**src/rtl/instr_fetch.sv**
```systemverilog
// Instruction fetch: PC sequencing, req/ack word reads and a small
// prefetch FIFO whose head drives IR / ir_pc toward the decoder.
module instr_fetch #(
    parameter logic [31:0] RESET_VEC = 32'h0000_0000,
    parameter int          DEPTH     = 2,
    parameter logic [31:0] IR_BUBBLE = 32'hF000_0000
) (
    input  logic        clk,
    input  logic        rst,
    output logic        mem_req,
    output logic [31:0] mem_addr,
    input  logic        mem_ack,
    input  logic [31:0] mem_rdata,
    output logic [31:0] IR,
    output logic [31:0] ir_pc,
    output logic        ir_valid,
    input  logic        ir_ready,
    input  logic        br_en,
    input  logic [31:0] br_pc,
    input  logic [23:0] br_offset24,
    input  logic        redir_en,
    input  logic [31:0] redir_addr,
    output logic        align_err
);
    localparam int AW = $clog2(DEPTH);
    localparam int CW = AW + 1;
    localparam logic [CW-1:0] FULL = CW'(DEPTH);

    localparam logic [1:0] S_IDLE  = 2'd0;
    localparam logic [1:0] S_REQ   = 2'd1;
    localparam logic [1:0] S_FLUSH = 2'd2;

    logic [1:0]    r_state;
    logic [31:0]   r_fetch_pc;
    logic [31:0]   r_addr;
    logic [31:0]   r_ir [DEPTH];
    logic [31:0]   r_pc [DEPTH];
    logic [AW-1:0] r_rptr;
    logic [AW-1:0] r_wptr;
    logic [CW-1:0] r_count;
    logic          r_align_err;

    logic          w_redir;
    logic          w_push;
    logic          w_pop;
    logic [31:0]   w_br_tgt;
    logic [31:0]   w_raw_tgt;
    logic [31:0]   w_tgt;
    logic [31:0]   w_pc_inc;
    logic [CW-1:0] w_count_nxt;

    // Absolute redirect outranks a relative branch in the same cycle
    assign w_redir   = redir_en | br_en;
    assign w_br_tgt  = br_pc + 32'd8
                     + {{6{br_offset24[23]}}, br_offset24, 2'b00};
    assign w_raw_tgt = redir_en ? redir_addr : w_br_tgt;
    assign w_tgt     = {w_raw_tgt[31:2], 2'b00};
    assign w_pc_inc  = r_fetch_pc + 32'd4;

    assign ir_valid    = (r_count != '0);
    assign w_pop       = ir_valid & ir_ready & ~w_redir;
    assign w_push      = (r_state == S_REQ) & mem_ack & ~w_redir;
    assign w_count_nxt = r_count + CW'(w_push) - CW'(w_pop);

    assign mem_req   = (r_state != S_IDLE);
    assign mem_addr  = r_addr;
    assign IR        = ir_valid ? r_ir[r_rptr] : IR_BUBBLE;
    assign ir_pc     = ir_valid ? r_pc[r_rptr] : 32'd0;
    assign align_err = r_align_err;

    always_ff @(posedge clk or negedge rst) begin
        if (!rst) begin
            r_state     <= S_IDLE;
            r_fetch_pc  <= RESET_VEC;
            r_addr      <= RESET_VEC;
            r_align_err <= 1'b0;
        end else begin
            r_align_err <= w_redir & (w_raw_tgt[1:0] != 2'b00);
            if (w_redir) begin
                r_fetch_pc <= w_tgt;
            end
            unique case (r_state)
                S_IDLE: begin
                    if (!w_redir && (r_count < FULL)) begin
                        r_state <= S_REQ;
                        r_addr  <= r_fetch_pc;
                    end
                end
                S_REQ: begin
                    if (w_redir) begin
                        r_state <= mem_ack ? S_IDLE : S_FLUSH;
                    end else if (mem_ack) begin
                        r_fetch_pc <= w_pc_inc;
                        if (w_count_nxt < FULL) begin
                            r_addr <= w_pc_inc;
                        end else begin
                            r_state <= S_IDLE;
                        end
                    end
                end
                S_FLUSH: begin
                    // Stale read stays on the bus until acked, then dropped
                    if (mem_ack) begin
                        r_state <= S_IDLE;
                    end
                end
                default: r_state <= S_IDLE;
            endcase
        end
    end

    always_ff @(posedge clk or negedge rst) begin
        if (!rst) begin
            r_rptr  <= '0;
            r_wptr  <= '0;
            r_count <= '0;
            for (int i = 0; i < DEPTH; i++) begin
                r_ir[i] <= IR_BUBBLE;
                r_pc[i] <= 32'd0;
            end
        end else if (w_redir) begin
            r_rptr  <= '0;
            r_wptr  <= '0;
            r_count <= '0;
        end else begin
            if (w_push) begin
                r_ir[r_wptr] <= mem_rdata;
                r_pc[r_wptr] <= r_addr;
                r_wptr       <= r_wptr + AW'(1);
            end
            if (w_pop) begin
                r_rptr <= r_rptr + AW'(1);
            end
            r_count <= w_count_nxt;
        end
    end

endmodule

```
**config.mk**
```make
export PLATFORM = sky130hd
export DESIGN_NAME = instr_fetch
export DESIGN_NICKNAME = d
export VERILOG_FILES = /design/src/rtl/instr_fetch.sv
export SDC_FILE = /design/constraint.sdc
export NUM_CORES = 1
export LEC_CHECK = 0
export CORE_MARGIN = 1.5
export CORE_UTILIZATION = 48
export DETAILED_ROUTE_END_ITERATION = 10
export PLACE_DENSITY = 0.8
export SETUP_SLACK_MARGIN = 0.2
export SYNTH_ARGS = -nofsm -noshare
export SYNTH_HDL_FRONTEND = slang
export SYNTH_SLANG_ARGS = --single-unit
```
**constraint.sdc**
```tcl
create_clock -name clk -period 2.9 [get_ports clk]
set_input_delay 0.87 -clock clk [delete_from_list [all_inputs] [get_ports clk]]
set_output_delay 0.87 -clock clk [all_outputs]
set_load 0.01 [all_outputs]
```
==> flow_summary_export.csv, run 1 <==
group,metric,value,unit
run_status,outcome,"finished, violations left",
run_status,violations,"setup timing",
clock_tree,cts.reportedPaths.clkPinSlew,0.07,ns
routing,drtPass1Iterations,7,
die,fp-row-count,56,
synth,synth_ff_type,"dfrtp_1",
routing,vias,10000,
routing,antenna_left,0,
power,power.density,491,nW/um2
clock_tree,clk-insertion-delay-late,0.43,ns
synth,synth_edf_count,0,
sta,period_share,100,%
grt,grt_pass1_wl,51.0,mm
worst_setup_path,worstSetupStartpointType,"input port",
synth,syn_nets,1302,
die,die_area,25000,um2
routing,remaining_drc_errors,0,
power,p_int,5.89,mW
place,dp_hpwl,21.9,mm
sta,relSlewSlack,63.6,%
power,p_leak,7.67,nW
synth,synth_top_area_share,41.5,%
worst_setup_path,path_delay_family,"compound AO/OA/AOI/OAI gates",
routing,wire_per_inst,18.7,um
synth,synth_adder_area_share,6.69,%
sta,tightestPinTransition,0.542,ns
sta,rsz0062_at_grt,"true",
worst_setup_path,critPathKind,"input port to flop",
routing,wirelength,33.5,mm
sta,fmax,345,MHz
power,seqPwrFrac,42.9,%
synth,yosysMostFrequentCell,"dfrtp_1",
run,drv_cap,0,
grt,antenna_found_initial,1,
clock_tree,ctsHoldBuffers,0,
synth,yosysTopAreaCell,"dfrtp_1",
finish,nets,1646,
place,gp_congestion,0.941,
worst_setup_path,path_max_fanout,3,
sta,whs,0.393,ns
worst_setup_path,cp_common_cell,"ha_4",
synth,ys_seq_elements,199,
clock_tree,clock_path_buffers,2,
worst_setup_path,cp_slowest_cell,"or4_1",
routing,via_per_inst,5.59,
synth,synth-xor-area-share,5.85,%
grt,grt_max_degree,58,
die,die_w,158,um
synth,avgSynthCellArea,10.3,um2
grt,grt_pass1_vias,10100,
synth,synthSimpleGateAreaFrac,12.7,%
grt,overflow,0,
power,clockPowerShare,27.4,%
clock_tree,cts_tree,"done",
sta,fin_crit,2.90,ns
place,portBuffers,224,
synth,async_flop_share,100,%
clock_tree,cts_max_level,4,
grt,grtUsageTotal,26.2,%
synth,ys_top_cells_by_area,"dfrtp_1 (41%), mux2_2 (13%), ha_1 (6.5%)",
clock_tree,cts_made_buffers,17,
synth,synth_area,11500,um2
synth,muxShareOfSynthArea,18.8,%
worst_setup_path,cpPeakStageDelay,0.40,ns
power,swShare,30.5,%
die,initial_core_util,49.0,%
worst_setup_path,path_buf_inv,3,
sta,hold_viol,0,
sta,setup_slack,-0.00213,ns
worst_setup_path,crit_chain,"buf_8, inv_8, ha_4, inv_2, ha_4, fa_2, a21o_1, a311o_1, nand4_2, a21oi_2, o2111a_2, or4_1, nand3_1",
clock_tree,clock_sinks,199,
sta,skew,0.00806,ns
worst_setup_path,crit_path_end_kind,"flop",
routing,drtIter0Drc,594,
synth,synthDistinctLibCells,65,
sta,setup_viol,2,
power,switching_power,2.59,mW
worst_setup_path,required,3.27,ns
finish,drive_gt1_share,37.4,%
power,combinationalPowerShare,29.8,%
synth,synth_top_family_by_area,"multiplexers",
sta,slew_violations,0,
synth,synth_cells,1115,
finish,syn2layout_area_growth,49.7,%
sta,setup_tns,-0.00299,ns
die,core-area,23500,um2
hold_path,hold_class,"input port to async pin",
synth,yosys_warnings,0,
die,design.portCount,225,
power,ir_drop,0.416,mV
clock_tree,cts_root_buffer,"clkbuf_16",
worst_setup_path,critPathArrivalTime,3.27,ns
synth,ys_top_cells_by_count,"dfrtp_1 (191), mux2_2 (131), nand2_1 (105), nor2_1 (101), mux2i_1 (69)",
die,die_h,158,um
synth,yosysSeqAreaShare,43.3,%
synth,synth_compound_area_share,9.89,%
-- per-stage QoR --
step | setup WS, ns | power (mW) | instances | util (%) | cell area, um2
finish | -0.00213 | 8.48 | 1792 | 73.3 | 17300
global route | -0.0953 | 8.91 | 1791 | 73.3 | 17300
CTS | -0.0473 | 8.30 | 1774 | 71.3 | 16800
detailed placement | -0.960 | 5.73 | 1708 | 64.8 | 15300
global placement | -0.931 | 5.64 | 1708 | 64.8 | 15300
floorplan | -0.278 | 4.75 | 1115 | - | 12000
-- layout make-up --
cell class	count	area (um2)
Multi-Input combinational cell	836	7480
Fill cell	1587	6280
Sequential cell	199	5000
Timing Repair Buffer	388	3730
Clock buffer	20	437
Tap cell	319	399
Clock inverter	12	131
Inverter	17	76.3
Antenna cell	1	2.50
-- final timing paths --
| check | from | to | slack, ns | cells after the start |
|---|---|---|---|---|
| max in group asynchronous | rst | r_fetch_pc[14] | 1.75 | 2 |
| hold / removal | rst | r_ir[52] | 0.39 | 1 |
| hold reg to reg | r_pc[53] | r_pc[53] | 0.51 | 1 |
| min in group clk | r_pc[53] | r_pc[53] | 0.51 | 1 |
| setup reg to reg | r_state[1] | mem_addr[23] | -0.002 | 15 |
| setup / recovery | br_pc[3] | r_fetch_pc[31] | -0.002 | 13 |
-- registers in the layout, summed over array words and instances, names as in the netlist --
| signal | count |
|---|---|
| r_ir | 64 |
| r_pc | 64 |
| mem_addr | 32 |
| r_fetch_pc | 32 |
| r_count | 2 |
| r_state | 2 |
| align_err | 1 |
| r_rptr | 1 |
| r_wptr | 1 |
-- metal layers --
metal	vias to the layer above	GRT usage (%)	share of wire, %	wire, um
met4	0	10.4	2.5	821
met5	-	0	0	0
met2	381	46.1	50	16800
met3	64	4.57	5.6	1870
li1	4662	-	-	-
met1	4917	32.0	42	14000
-- power groups by stage --
stage                     clock, mW  sequential (mW)  combinational [mW]
after detailed placement          0             3.63                2.10
after global placement            0             3.60                2.04
after CTS                      2.34             3.59                2.37
after floorplan                   0             3.54                1.21
final                          2.32             3.64                2.52
after global routing           2.49             3.69                2.73
-- cell usage in the layout (no fill, tap or decap), drive strengths merged, types with 7 or more instances in the layout --
master and count:
dfrtp 191, buf 175, mux2 131, clkdlybuf4s50 113, nand2 105, nor2 101
mux2i 69, o21ai 63, ha 60, dlygate4sd2 53, xor2 45, clkbuf 43
a21oi 36, xnor2 32, nand3 24, nand4 23, inv 19, clkdlybuf4s15 18
a21o 16, nor3 16, and3 14, a31oi 9, dfstp 8, and2 8
o21a 7, clkinv 7
-- timing repair --
item                                    CTS  global route
cloned                                    8             2
endpoints found under the setup margin  122            77
pin swaps                                84            41
gates resized for setup                 320           136
setup buffers                            26            15
-- cells by family (layout without fill, tap and decap cells) --
logic type               count (synthesis)  count (layout)
AO/OA/AOI/OAI                          180             180
XOR/XNOR                                77              77
adder cells (fa/ha/maj)                 61              61
buffers and inverters                   80             437
flip-flops                             199             199
multiplexers                           200             200
other                                    0               1
AND/OR/NAND/NOR                        318             318
Note: power is estimated with default switching activity, not from simulation.
==> run 2: changes to the inputs <==
--- a/config.mk
+++ b/config.mk
@@ -6,10 +6,13 @@
 export NUM_CORES = 1
 export LEC_CHECK = 0
 export CORE_MARGIN = 1.5
-export CORE_UTILIZATION = 48
+export CORE_UTILIZATION = 49
+export CTS_BUF_LIST = sky130_fd_sc_hd__clkbuf_4 sky130_fd_sc_hd__clkbuf_8
 export DETAILED_ROUTE_END_ITERATION = 10
-export PLACE_DENSITY = 0.8
+export PLACE_DENSITY = 0.81
+export RECOVER_POWER = 100
 export SETUP_SLACK_MARGIN = 0.2
+export SLEW_MARGIN = 10
 export SYNTH_ARGS = -nofsm -noshare
 export SYNTH_HDL_FRONTEND = slang
 export SYNTH_SLANG_ARGS = --single-unit
==> flow_summary_export.csv, run 2 (synthesis results as in run 1) <==
group,metric,value,unit
run_status,outcome,"finished, violations left",
run_status,violations,"capacitance limit, slew limit, setup timing",
clock_tree,cts_max_level,4,
grt,grt_max_degree,64,
sta,fmax,343,MHz
power,power.density,475,nW/um2
routing,antenna_left,0,
routing,wirelength,32.7,mm
power,combinationalPowerShare,30.9,%
routing,vias,9945,
worst_setup_path,critPathArrivalTime,3.23,ns
finish,seq_area,4990,um2
finish,syn2layout_area_growth,43.9,%
clock_tree,clock_path_buffers,2,
place,dp_hpwl,21.9,mm
grt,grt_pass1_wl,50.0,mm
sta,fin_crit,2.91,ns
worst_setup_path,worstSetupStartpointType,"input port",
run,drv_cap,1,
power,clockPowerShare,23.4,%
routing,drtPass1Iterations,5,
die,design.portCount,225,
grt,grtUsageTotal,25.6,%
die,fp-row-count,55,
finish,final_common_cell,"dfrtp_1",
finish,n_fill_cell,1626,
power,switching_power,2.44,mW
worst_setup_path,path_max_fanout,3,
finish,antenna_cells,0,
power,p_int,5.44,mW
grt,overflow,0,
clock_tree,cts.reportedPaths.clkPinSlew,0.10,ns
clock_tree,cts_tree,"done",
finish,reg_top3,"r_ir (64), r_pc (64)",
finish,nets,1648,
power,ir_drop,0.286,mV
sta,rsz0062_at_grt,"true",
place,gp_congestion,0.949,
grt,grt_pass1_vias,9969,
routing,via_per_inst,5.57,
clock_tree,cts_made_buffers,17,
grt,antenna_found_initial,0,
routing,wire_per_inst,18.3,um
clock_tree,clock_sinks,199,
grt,busiest_layer,"met2",
finish,multiInputGateArea,7160,um2
sta,slew_violations,64,
sta,setup_slack,-0.0116,ns
finish,final_cell_mix,"dfrtp_1 (190), mux2_2 (131), clkdlybuf4s50_1 (120), buf_4 (120), nand2_1 (98)",
place,portBuffers,224,
grt,gr-usage-met1,31.7,%
sta,setup_tns,-0.0136,ns
die,initial_core_util,50.4,%
power,p_leak,7.37,nW
die,die_h,156,um
grt,met3_usage,4.76,%
clock_tree,cts_root_buffer,"clkbuf_8",
die,die_w,156,um
sta,setup_viol,3,
worst_setup_path,crit_path_end_kind,"flop",
clock_tree,clk-insertion-delay-late,0.46,ns
power,seqPwrFrac,45.8,%
die,die_area,24500,um2
worst_setup_path,critPathKind,"input port to flop",
finish,drive_gt1_share,36.6,%
hold_path,hold_class,"flop to flop",
sta,period_share,100,%
sta,hold_viol,0,
place,place_inst,1705,
routing,drtIter0Drc,594,
worst_setup_path,required,3.22,ns
sta,tightestPinTransition,1.56,ns
power,swShare,31.0,%
finish,final_cells,1787,
sta,relSlewSlack,-3.69,%
finish,final_util,72.6,%
routing,remaining_drc_errors,0,
sta,skew,0.0121,ns
die,core-area,22800,um2
grt,use_met2,45.5,%
worst_setup_path,reg2reg_setup_slack,0.18,ns
clock_tree,ctsHoldBuffers,0,
[run 2: cell count changes in the layout (fill, tap and decap cells not counted), moves of 9 or more]
cell / change
buf_2: +18
buf_6: +14
clkbuf_16: -15
clkbuf_2: +17
clkbuf_8: +19
dlygate4sd2_1: -39
nand2_1: +21
nand2_4: -14
o21ai_0: +14
o21ai_1: +9
o21ai_2: -22
[run 2: power by group through the flow]
stage | Sequential (mW) | Combinational [mW] | Clock, mW
2_1_floorplan | 3.54 | 1.21 | 0
3_3_place_gp | 3.60 | 2.05 | 0
3_5_place_dp | 3.63 | 2.11 | 0
6_report | 3.61 | 2.43 | 1.84
4_1_cts | 3.58 | 2.28 | 1.88
5_1_grt | 3.66 | 2.64 | 2.00
[run 2: layout make-up]
| cell class | count | share of cell area, % |
|---|---|---|
| Tap cell | 313 | 2.36 |
| Timing Repair Buffer | 390 | 21.4 |
| Clock buffer | 21 | 1.70 |
| Clock inverter | 11 | 0.822 |
| Multi-Input combinational cell | 836 | 43.2 |
| Inverter | 17 | 0.475 |
| Sequential cell | 199 | 30.1 |
[run 2: per-stage QoR]
step | setup WS (ns) | power (mW) | area (um2) | hold WS (ns)
floorplan | -0.278 | 4.75 | 12000 | 0.449
global placement | -0.925 | 5.65 | 15300 | 0.468
global route | -0.0551 | 8.29 | 16600 | 0.521
finish | -0.0116 | 7.88 | 16600 | 0.509
detailed placement | -0.942 | 5.74 | 15300 | 0.479
CTS | -0.0540 | 7.74 | 16200 | 0.370
[run 2: path summary, 6_finish.rpt]
kind,end,from,cells after the start
max,r_fetch_pc[25],br_pc[3],15
min,r_fetch_pc[1],r_fetch_pc[1],1
max reg2reg,r_fetch_pc[28],r_state[1],8
min reg2reg,r_fetch_pc[1],r_fetch_pc[1],1
max in group asynchronous,r_state[1],rst,2
min in group asynchronous,r_ir[17],rst,1
[run 2: critical path, cell delays in order]
cell,delay [ns]
buf_8,0.08
inv_8,0.02
ha_4,0.26
inv_4,0.03
ha_4,0.15
fa_2,0.35
a21o_1,0.22
a311o_1,0.33
nand4_4,0.12
buf_6,0.11
buf_6,0.09
o21ai_4,0.07
a31oi_4,0.22
or2_1,0.21
o311ai_4,0.09
[run 2: repair_timing]
| action | 4_1_cts | 5_1_grt |
|---|---|---|
| gates cloned | 5 | 6 |
| hold endpoints to repair | 0 | 0 |
| gates resized for setup | 319 | 153 |
| endpoints found under the setup margin | 120 | 105 |
| pin swaps | 75 | 67 |
| buffers inserted | 29 | 10 |
[run 2: routing by layer]
metal / up-vias / wire length [um]
met5: - / 0
met4: 0 / 722
met3: 65 / 1980
met2: 373 / 16100
met1: 4848 / 13900
li1: 4659 / -
